## src/rtl/downstream_pkg.sv

```systemverilog
// Shared types and sizing for the downstream cancel tracker.
package downstream_pkg;

    localparam int unsigned N_CLIENTS = 32;
    localparam int unsigned CLIENT_W  = 5;
    localparam int unsigned AMT_W     = 16;

    localparam logic [AMT_W-1:0] AMT_MAX = {AMT_W{1'b1}};

    typedef struct packed {
        logic [CLIENT_W-1:0] client_id;
        logic [AMT_W-1:0]    amount;
    } cancel_evt_t;

    typedef enum logic [1:0] {
        IDLE,
        READ,
        UPDATE,
        WRITE
    } ct_state_t;

    // True when the id addresses a real table entry.
    function automatic logic client_valid(input logic [CLIENT_W-1:0] id);
        int unsigned idx;
        idx = 32'(id);
        return idx < N_CLIENTS;
    endfunction

endpackage

```

## src/rtl/cancel_evt_fifo.sv

```systemverilog
// Synchronous FIFO of cancel events with full/empty flags.
module cancel_evt_fifo
    import downstream_pkg::*;
#(
    parameter int unsigned DEPTH = 4
) (
    input  logic        clk,
    input  logic        rst_n,
    input  logic        push,
    input  cancel_evt_t din,
    input  logic        pop,
    output cancel_evt_t dout,
    output logic        full,
    output logic        empty
);

    localparam int unsigned PTR_W = (DEPTH > 1) ? $clog2(DEPTH) : 1;

    logic [PTR_W-1:0] wr_ptr_q;
    logic [PTR_W-1:0] rd_ptr_q;
    logic [PTR_W:0]   count_q;
    cancel_evt_t      mem_q [DEPTH];

    logic do_push;
    logic do_pop;

    assign full    = (count_q == (PTR_W+1)'(DEPTH));
    assign empty   = (count_q == '0);
    // No bypass: a push while full is refused even if a pop happens too.
    assign do_push = push && !full;
    assign do_pop  = pop && !empty;
    assign dout    = mem_q[rd_ptr_q];

    // Pointer and occupancy bookkeeping; pointers wrap naturally (power-of-two depth).
    always_ff @(posedge clk or negedge rst_n) begin
        if (!rst_n) begin
            wr_ptr_q <= '0;
            rd_ptr_q <= '0;
            count_q  <= '0;
        end else begin
            if (do_push) wr_ptr_q <= wr_ptr_q + 1'b1;
            if (do_pop)  rd_ptr_q <= rd_ptr_q + 1'b1;
            case ({do_push, do_pop})
                2'b10:   count_q <= count_q + 1'b1;
                2'b01:   count_q <= count_q - 1'b1;
                default: count_q <= count_q;
            endcase
        end
    end

    // Storage array; contents are don't-care while empty, so no reset.
    always_ff @(posedge clk) begin
        if (do_push) mem_q[wr_ptr_q] <= din;
    end

endmodule

```

## src/rtl/downstream_cancel_tracker.sv

```systemverilog
// Per-client cancelled-order totals fed by an event FIFO and a read-modify-write FSM.
module downstream_cancel_tracker
    import downstream_pkg::*;
#(
    parameter int unsigned FIFO_DEPTH = 4
) (
    input  logic                clk,
    input  logic                HRESETn,
    input  logic                evt_valid,
    output logic                evt_ready,
    input  logic [CLIENT_W-1:0] evt_client_id,
    input  logic [AMT_W-1:0]    evt_amount,
    input  logic [CLIENT_W-1:0] lkp_client_id,
    output logic [AMT_W-1:0]    cancelled_orders,
    input  logic                clr_valid,
    input  logic [CLIENT_W-1:0] clr_client_id,
    output logic                busy,
    output logic                overflow
);

    cancel_evt_t fifo_din;
    cancel_evt_t fifo_dout;
    logic        fifo_full;
    logic        fifo_empty;
    logic        fifo_push;
    logic        fifo_pop;

    ct_state_t        state_q;
    cancel_evt_t      hold_q;
    logic [AMT_W-1:0] operand_q;
    logic [AMT_W-1:0] result_q;
    logic [AMT_W-1:0] lookup_q;
    logic             overflow_q;
    logic [AMT_W-1:0] table_q [N_CLIENTS];

    logic             hold_ok;
    logic             clr_ok;
    logic             clr_hit;
    logic [AMT_W-1:0] read_val;
    logic [AMT_W-1:0] operand_eff;
    logic [AMT_W:0]   sum;
    logic             wr_en;
    logic [AMT_W-1:0] wr_val;
    logic [AMT_W-1:0] lookup_next;

    assign fifo_din.client_id = evt_client_id;
    assign fifo_din.amount    = evt_amount;
    assign evt_ready          = !fifo_full;
    assign fifo_push          = evt_valid && evt_ready;
    assign fifo_pop           = (state_q == IDLE) && !fifo_empty;

    cancel_evt_fifo #(
        .DEPTH (FIFO_DEPTH)
    ) u_fifo (
        .clk   (clk),
        .rst_n (HRESETn),
        .push  (fifo_push),
        .din   (fifo_din),
        .pop   (fifo_pop),
        .dout  (fifo_dout),
        .full  (fifo_full),
        .empty (fifo_empty)
    );

    // Shared decode of the in-flight event against the clear request.
    always_comb begin
        hold_ok     = client_valid(hold_q.client_id);
        clr_ok      = clr_valid && client_valid(clr_client_id);
        clr_hit     = clr_ok && (clr_client_id == hold_q.client_id);
        read_val    = hold_ok ? table_q[hold_q.client_id] : '0;
        // A clear landing during UPDATE drops the prior total already latched.
        operand_eff = clr_hit ? '0 : operand_q;
        sum         = {1'b0, operand_eff} + {1'b0, hold_q.amount};
        wr_en       = (state_q == WRITE) && hold_ok;
        // A clear landing during WRITE keeps the event but not the prior total.
        wr_val      = clr_hit ? hold_q.amount : result_q;
    end

    // Lookup value as the table will read after this edge (write/clear forwarded).
    always_comb begin
        lookup_next = '0;
        if (client_valid(lkp_client_id)) begin
            if (wr_en && (hold_q.client_id == lkp_client_id)) begin
                lookup_next = wr_val;
            end else if (clr_ok && (clr_client_id == lkp_client_id)) begin
                lookup_next = '0;
            end else begin
                lookup_next = table_q[lkp_client_id];
            end
        end
    end

    // Event processing FSM: pop, read operand, add with saturation, then write back.
    always_ff @(posedge clk or negedge HRESETn) begin
        if (!HRESETn) begin
            state_q    <= IDLE;
            hold_q     <= '0;
            operand_q  <= '0;
            result_q   <= '0;
            overflow_q <= 1'b0;
        end else begin
            case (state_q)
                IDLE: begin
                    if (!fifo_empty) begin
                        hold_q  <= fifo_dout;
                        state_q <= READ;
                    end
                end
                READ: begin
                    operand_q <= clr_hit ? '0 : read_val;
                    state_q   <= UPDATE;
                end
                UPDATE: begin
                    if (sum[AMT_W]) begin
                        result_q <= AMT_MAX;
                        if (hold_ok) overflow_q <= 1'b1;
                    end else begin
                        result_q <= sum[AMT_W-1:0];
                    end
                    state_q <= WRITE;
                end
                WRITE: begin
                    state_q <= IDLE;
                end
                default: begin
                    state_q <= IDLE;
                end
            endcase
        end
    end

    // Client table: write-back takes priority over a clear of the same entry.
    always_ff @(posedge clk or negedge HRESETn) begin
        if (!HRESETn) begin
            for (int unsigned i = 0; i < N_CLIENTS; i++) begin
                table_q[i] <= '0;
            end
        end else begin
            for (int unsigned i = 0; i < N_CLIENTS; i++) begin
                if (wr_en && (hold_q.client_id == CLIENT_W'(i))) begin
                    table_q[i] <= wr_val;
                end else if (clr_ok && (clr_client_id == CLIENT_W'(i))) begin
                    table_q[i] <= '0;
                end
            end
        end
    end

    // Registered lookup port, one cycle of latency.
    always_ff @(posedge clk or negedge HRESETn) begin
        if (!HRESETn) begin
            lookup_q <= '0;
        end else begin
            lookup_q <= lookup_next;
        end
    end

    assign cancelled_orders = lookup_q;
    assign overflow         = overflow_q;
    assign busy             = !fifo_empty || (state_q != IDLE);

endmodule

```

## config.mk

```make
export PLATFORM = sky130hd
export DESIGN_NAME = downstream_cancel_tracker
export DESIGN_NICKNAME = d
export VERILOG_FILES = /design/src/rtl/downstream_pkg.sv /design/src/rtl/cancel_evt_fifo.sv /design/src/rtl/downstream_cancel_tracker.sv
export SDC_FILE = /design/constraint.sdc
export NUM_CORES = 1
export LEC_CHECK = 0
export BUFFER_PORTS_ARGS = -buffer_cell sky130_fd_sc_hd__buf_2
export CORE_MARGIN = 4
export CORE_UTILIZATION = 40
export CTS_CLUSTER_DIAMETER = 200
export DETAILED_ROUTE_END_ITERATION = 16
export PLACE_DENSITY = 0.66
export SETUP_SLACK_MARGIN = 0.15
export SLEW_MARGIN = 20
export SYNTH_ARGS = -nofsm -noshare
export SYNTH_HDL_FRONTEND = slang
export SYNTH_SLANG_ARGS = --single-unit
```

## constraint.sdc

```tcl
create_clock -name clk -period 4.5 [get_ports clk]
set_clock_uncertainty 0.05 [all_clocks]
set_input_delay 0.225 -clock clk [delete_from_list [all_inputs] [get_ports clk]]
set_output_delay 0.225 -clock clk [all_outputs]
set_load 0.02 [all_outputs]
```

==> qor.csv <==
stage,metric,value,unit
outcome,run status,"finished, final reports clean",
setup_path,cell-by-cell listing of the critical path,"xor2_1, nor4_1, and3_2, nor2_1, ha_1, fa_1, a21o_1, a221o_1, a41oi_2, a31o_2, nand2_1, o22a_1",
timing,number of slew-limit violations in the final report,0,
clocking,"CTS clk-pin slew, worst paths",60,ps
setup_path,kind of end point of the critical path,flip-flop,
pwr,ratio of total power to cell area,692,nW/um^2
synthesis,total nets after synthesis,3047,
setup_path,worst stage delay on the critical path,490,ps
placement,Post-Place Setup Slack,661,ps
pwr,Final Power,26.5,mW
timing,setup TNS after final layout,0,ps
clocking,number of clock sinks,675,
detailed_routing,total detailed-routing wirelength,111000,um
synthesis,number of distinct standard cells referenced by the synthesized netlist,63,
clocking,CTS HTree Levels,3,
floorplan,width of the chip,299,um
setup_path,Worst Path Required,4940,ps
clocking,TritonCTS clock tree,built,
setup_path,startpoint of the most critical register-to-register path,hold_q[17],
setup_path,worst r2r dst,result_q[10],
placement,post-detailed-placement cell area,35500,um^2
global_routing,most utilized layer in the global route result,met2,
floorplan,row count,106,
synthesis,number of synthesized register bits,675,
synthesis,cell type with the largest total area after synthesis,sky130_fd_sc_hd__dfrtp_1,
timing,final critical delay including setup and external delays,3870,ps
detailed_routing,vias per inst,6.18,
detailed_routing,post-detailed-route DRC marker count,0,
setup_path,reg2reg setup slack,630,ps
global_routing,maximum number of pins on one net before global-route repair,129,
placement,final RePlAce weighted congestion,0.894,
clocking,Post-CTS Hold Buffers,23,
detailed_routing,Detailed Route Iter0 Violations,2977,
layout,"Net count, final",3046,
detailed_routing,DR WL/cell,26.5,um
floorplan,Die Height,299,um
timing,Worst Tran Pin Value,1210,ps
clocking,largest buffer count on any clock path,3,
timing,endpoints failing hold,0,
timing,Worst slew margin,19.3,%
floorplan,effective utilization at floorplan,40.5,%
floorplan,Core Footprint,83800,um^2
placement,count of input and output buffers,53,
clocking,Post-CTS Resized,0,
synthesis,average cell area after synthesis,11.4,um^2
setup_path,"Data arrival, critical path",4310,ps
run,max-cap violations,0,
floorplan,boundary pin count,54,
clocking,CTS Buf Count,72,
layout,most common library cell in the layout ignoring fill and taps,sky130_fd_sc_hd__nand2_1,
pwr,Max VDD drop,0.000540,V
global_routing,via count of the first global-routing pass,25405,
detailed_routing,residual antenna-violating net count after detailed routing,0,
global_routing,grt met1 use,33.1,%
global_routing,remaining global-route overflow,0,
global_routing,global-route wire length before repair,166000,um
pwr,reported leakage power,16.0,nW
hold_path,class of the most critical hold timing path,in -> async,
setup_path,number of cell instances on the worst register-to-register path,12,
timing,Final Cycle Share,86.1,%
placement,Detail Placement HPWL,69200,um
layout,diodes inserted,0,
setup_path,worst path bufs/invs,0,
setup_path,Worst path slowest cell,sky130_fd_sc_hd__dfrtp_4,
timing,setup repair after global routing missed its margin,false,
synthesis,post-synthesis instance total,2984,
synthesis,cell area after synthesis,33900,um^2
clocking,Post-CTS Setup Bufs,0,
synthesis,dominant cells by area after synthesis,"sky130_fd_sc_hd__dfrtp_1 (44%), sky130_fd_sc_hd__mux4_2 (14%), sky130_fd_sc_hd__o21ai_0 (8.1%)",
detailed_routing,vias post-DR,25822,
synthesis,total of warnings raised by yosys,0,
setup_path,crit-path max FO,12,
layout,area added between synthesis and finish,12.9,%
global_routing,met2 global-route usage,36.9,%
detailed_routing,router iterations before antenna repair,6,
global_routing,global router's overall resource usage,24.5,%
synthesis,predominant post-synthesis flop cell,sky130_fd_sc_hd__dfrtp_1,
setup_path,critical path launch point type,flip-flop,
layout,layout cell share with drive strength beyond 1,18.4,%
global_routing,global routing met3 resource utilization,6.05,%
synthesis,sequential area share after synthesis,51.1,%
synthesis,number of flops mapped to enable cells by yosys,84,
floorplan,floorplan die area,89500,um^2
clocking,Root Driver,sky130_fd_sc_hd__clkbuf_16,
setup_path,cell type group with the largest total delay on the critical path,compound AO/OA/AOI/OAI gates,
timing,total setup violations reported at the end of the flow,0,
global_routing,antenna violations before repair,1,
synthesis,proportion of synthesized flip-flops having asynchronous set or reset,87.6,%
layout,Util after Layout,45.7,%
layout,"top library cells by usage in the layout, fill and taps aside","sky130_fd_sc_hd__nand2_1 (591), sky130_fd_sc_hd__dfrtp_1 (588), sky130_fd_sc_hd__o21ai_0 (546), sky130_fd_sc_hd__mux4_2 (215), sky130_fd_sc_hd__mux2i_1 (140)",
timing,achievable clock frequency,258,MHz
layout,final non-filler cell area,38300,um^2
clocking,"Clk Latency, worst-skew pair",640,ps
timing,Worst Slack Setup Final,625,ps
synthesis,share of the synthesized area in the top cell type,43.6,%
setup_path,Crit Path Category,reg -> reg,
==> worst reg2reg max path: stages, from the launching register on <==
cell	delay (ps)
sky130_fd_sc_hd__dfrtp_4	490
sky130_fd_sc_hd__xor2_1	160
sky130_fd_sc_hd__nor4_1	240
sky130_fd_sc_hd__and3_2	450
sky130_fd_sc_hd__nor2_1	120
sky130_fd_sc_hd__ha_1	250
sky130_fd_sc_hd__fa_1	450
sky130_fd_sc_hd__a21o_1	190
sky130_fd_sc_hd__a221o_1	370
sky130_fd_sc_hd__a41oi_2	260
sky130_fd_sc_hd__a31o_2	200
sky130_fd_sc_hd__nand2_1	230
sky130_fd_sc_hd__o22a_1	260
==> flip-flops by register name, indices dropped and copies added (netlist names) <==
register	count
u_fifo.mem_q	84
cancelled_orders	16
operand_q	16
overflow	1
u_fifo.rd_ptr_q	2
u_fifo.count_q	3
state_q	2
result_q	16
table_q	512
hold_q	21
u_fifo.wr_ptr_q	2
==> worst max-delay path by stage <==
stage                     depth (start not counted)            to  startpoint  slack (ps)
after floorplan                                  16   result_q[5]  hold_q[18]        1000
after global placement                           12  result_q[15]  hold_q[17]         680
after detailed placement                         12   result_q[5]  hold_q[17]         660
after CTS                                        12   result_q[5]  hold_q[17]         610
after global routing                             12  result_q[10]  hold_q[17]         370
final                                            12  result_q[10]  hold_q[17]         630
==> synthesized netlist by cell type, types with 7 or more instances <==
master                     instances
sky130_fd_sc_hd__dfrtp_1         591
sky130_fd_sc_hd__nand2_1         591
sky130_fd_sc_hd__o21ai_0         546
sky130_fd_sc_hd__mux4_2          215
sky130_fd_sc_hd__mux2i_1         156
sky130_fd_sc_hd__clkbuf_1        118
sky130_fd_sc_hd__edfxtp_1         84
sky130_fd_sc_hd__buf_2            71
sky130_fd_sc_hd__a22oi_1          53
sky130_fd_sc_hd__nor2_1           52
sky130_fd_sc_hd__clkbuf_2         37
sky130_fd_sc_hd__a211oi_1         34
sky130_fd_sc_hd__a21oi_1          32
sky130_fd_sc_hd__a221oi_1         30
sky130_fd_sc_hd__inv_1            28
sky130_fd_sc_hd__nor2b_1          28
sky130_fd_sc_hd__ha_1             26
sky130_fd_sc_hd__mux2_2           24
sky130_fd_sc_hd__xor2_1           22
sky130_fd_sc_hd__a22o_1           20
sky130_fd_sc_hd__buf_4            17
sky130_fd_sc_hd__o22ai_1          17
sky130_fd_sc_hd__nor3_1           16
sky130_fd_sc_hd__o221ai_1         16
sky130_fd_sc_hd__o32ai_1          15
sky130_fd_sc_hd__o22a_1           12
sky130_fd_sc_hd__nand2b_1         11
sky130_fd_sc_hd__and3_1           10
sky130_fd_sc_hd__a22oi_2           9
sky130_fd_sc_hd__nand3_1           9
sky130_fd_sc_hd__o211ai_1          9
sky130_fd_sc_hd__xnor2_1           9
sky130_fd_sc_hd__buf_1             8
sky130_fd_sc_hd__o21ai_1           7
==> through the flow <==
step                std cells  hold WS, ps
global placement         4018          256
floorplan                2984         -121
finish                   4175          162
detailed placement       4019          256
CTS                      4174          174
global route             4175          228
==> area by class of cell <==
cell class | count | area (um^2)
tap | 1134 | 1420
multi-input combinational | 2024 | 15500
clock buffer | 95 | 2010
sequential | 675 | 17300
timing repair buffer | 182 | 1420
clock inverter | 37 | 492
inverter | 28 | 105
fill | 7740 | 45500
==> power by group <==
group | total (mW) | leakage (nW) | switching (mW) | internal [mW]
sequential | 9.96 | 8.64 | 1.66 | 8.30
clock | 6.30 | 1.21 | 2.60 | 3.70
combinational | 10.2 | 6.12 | 6.07 | 4.15
==> cells by family (layout without fill, tap and decap cells) <==
kind of cell    Yosys count  after routing  share of synthesized area [%]
buf+inv                 285            342                           3.90
compound gates          830            830                           14.6
fa+ha+maj                28             28                           1.08
flops                   675            675                           51.1
simple gates            740            740                           8.89
xor+xnor                 31             31                          0.801
mux                     395            395                           19.7
==> metal layers <==
| layer | vias up | routed length (um) |
|---|---|---|
| li1 | 10951 | - |
| met1 | 13146 | 43300 |
| met2 | 1408 | 49600 |
| met3 | 315 | 11200 |
| met4 | 2 | 6390 |
| met5 | - | 10 |
Note: power is estimated with default switching activity, not from simulation.
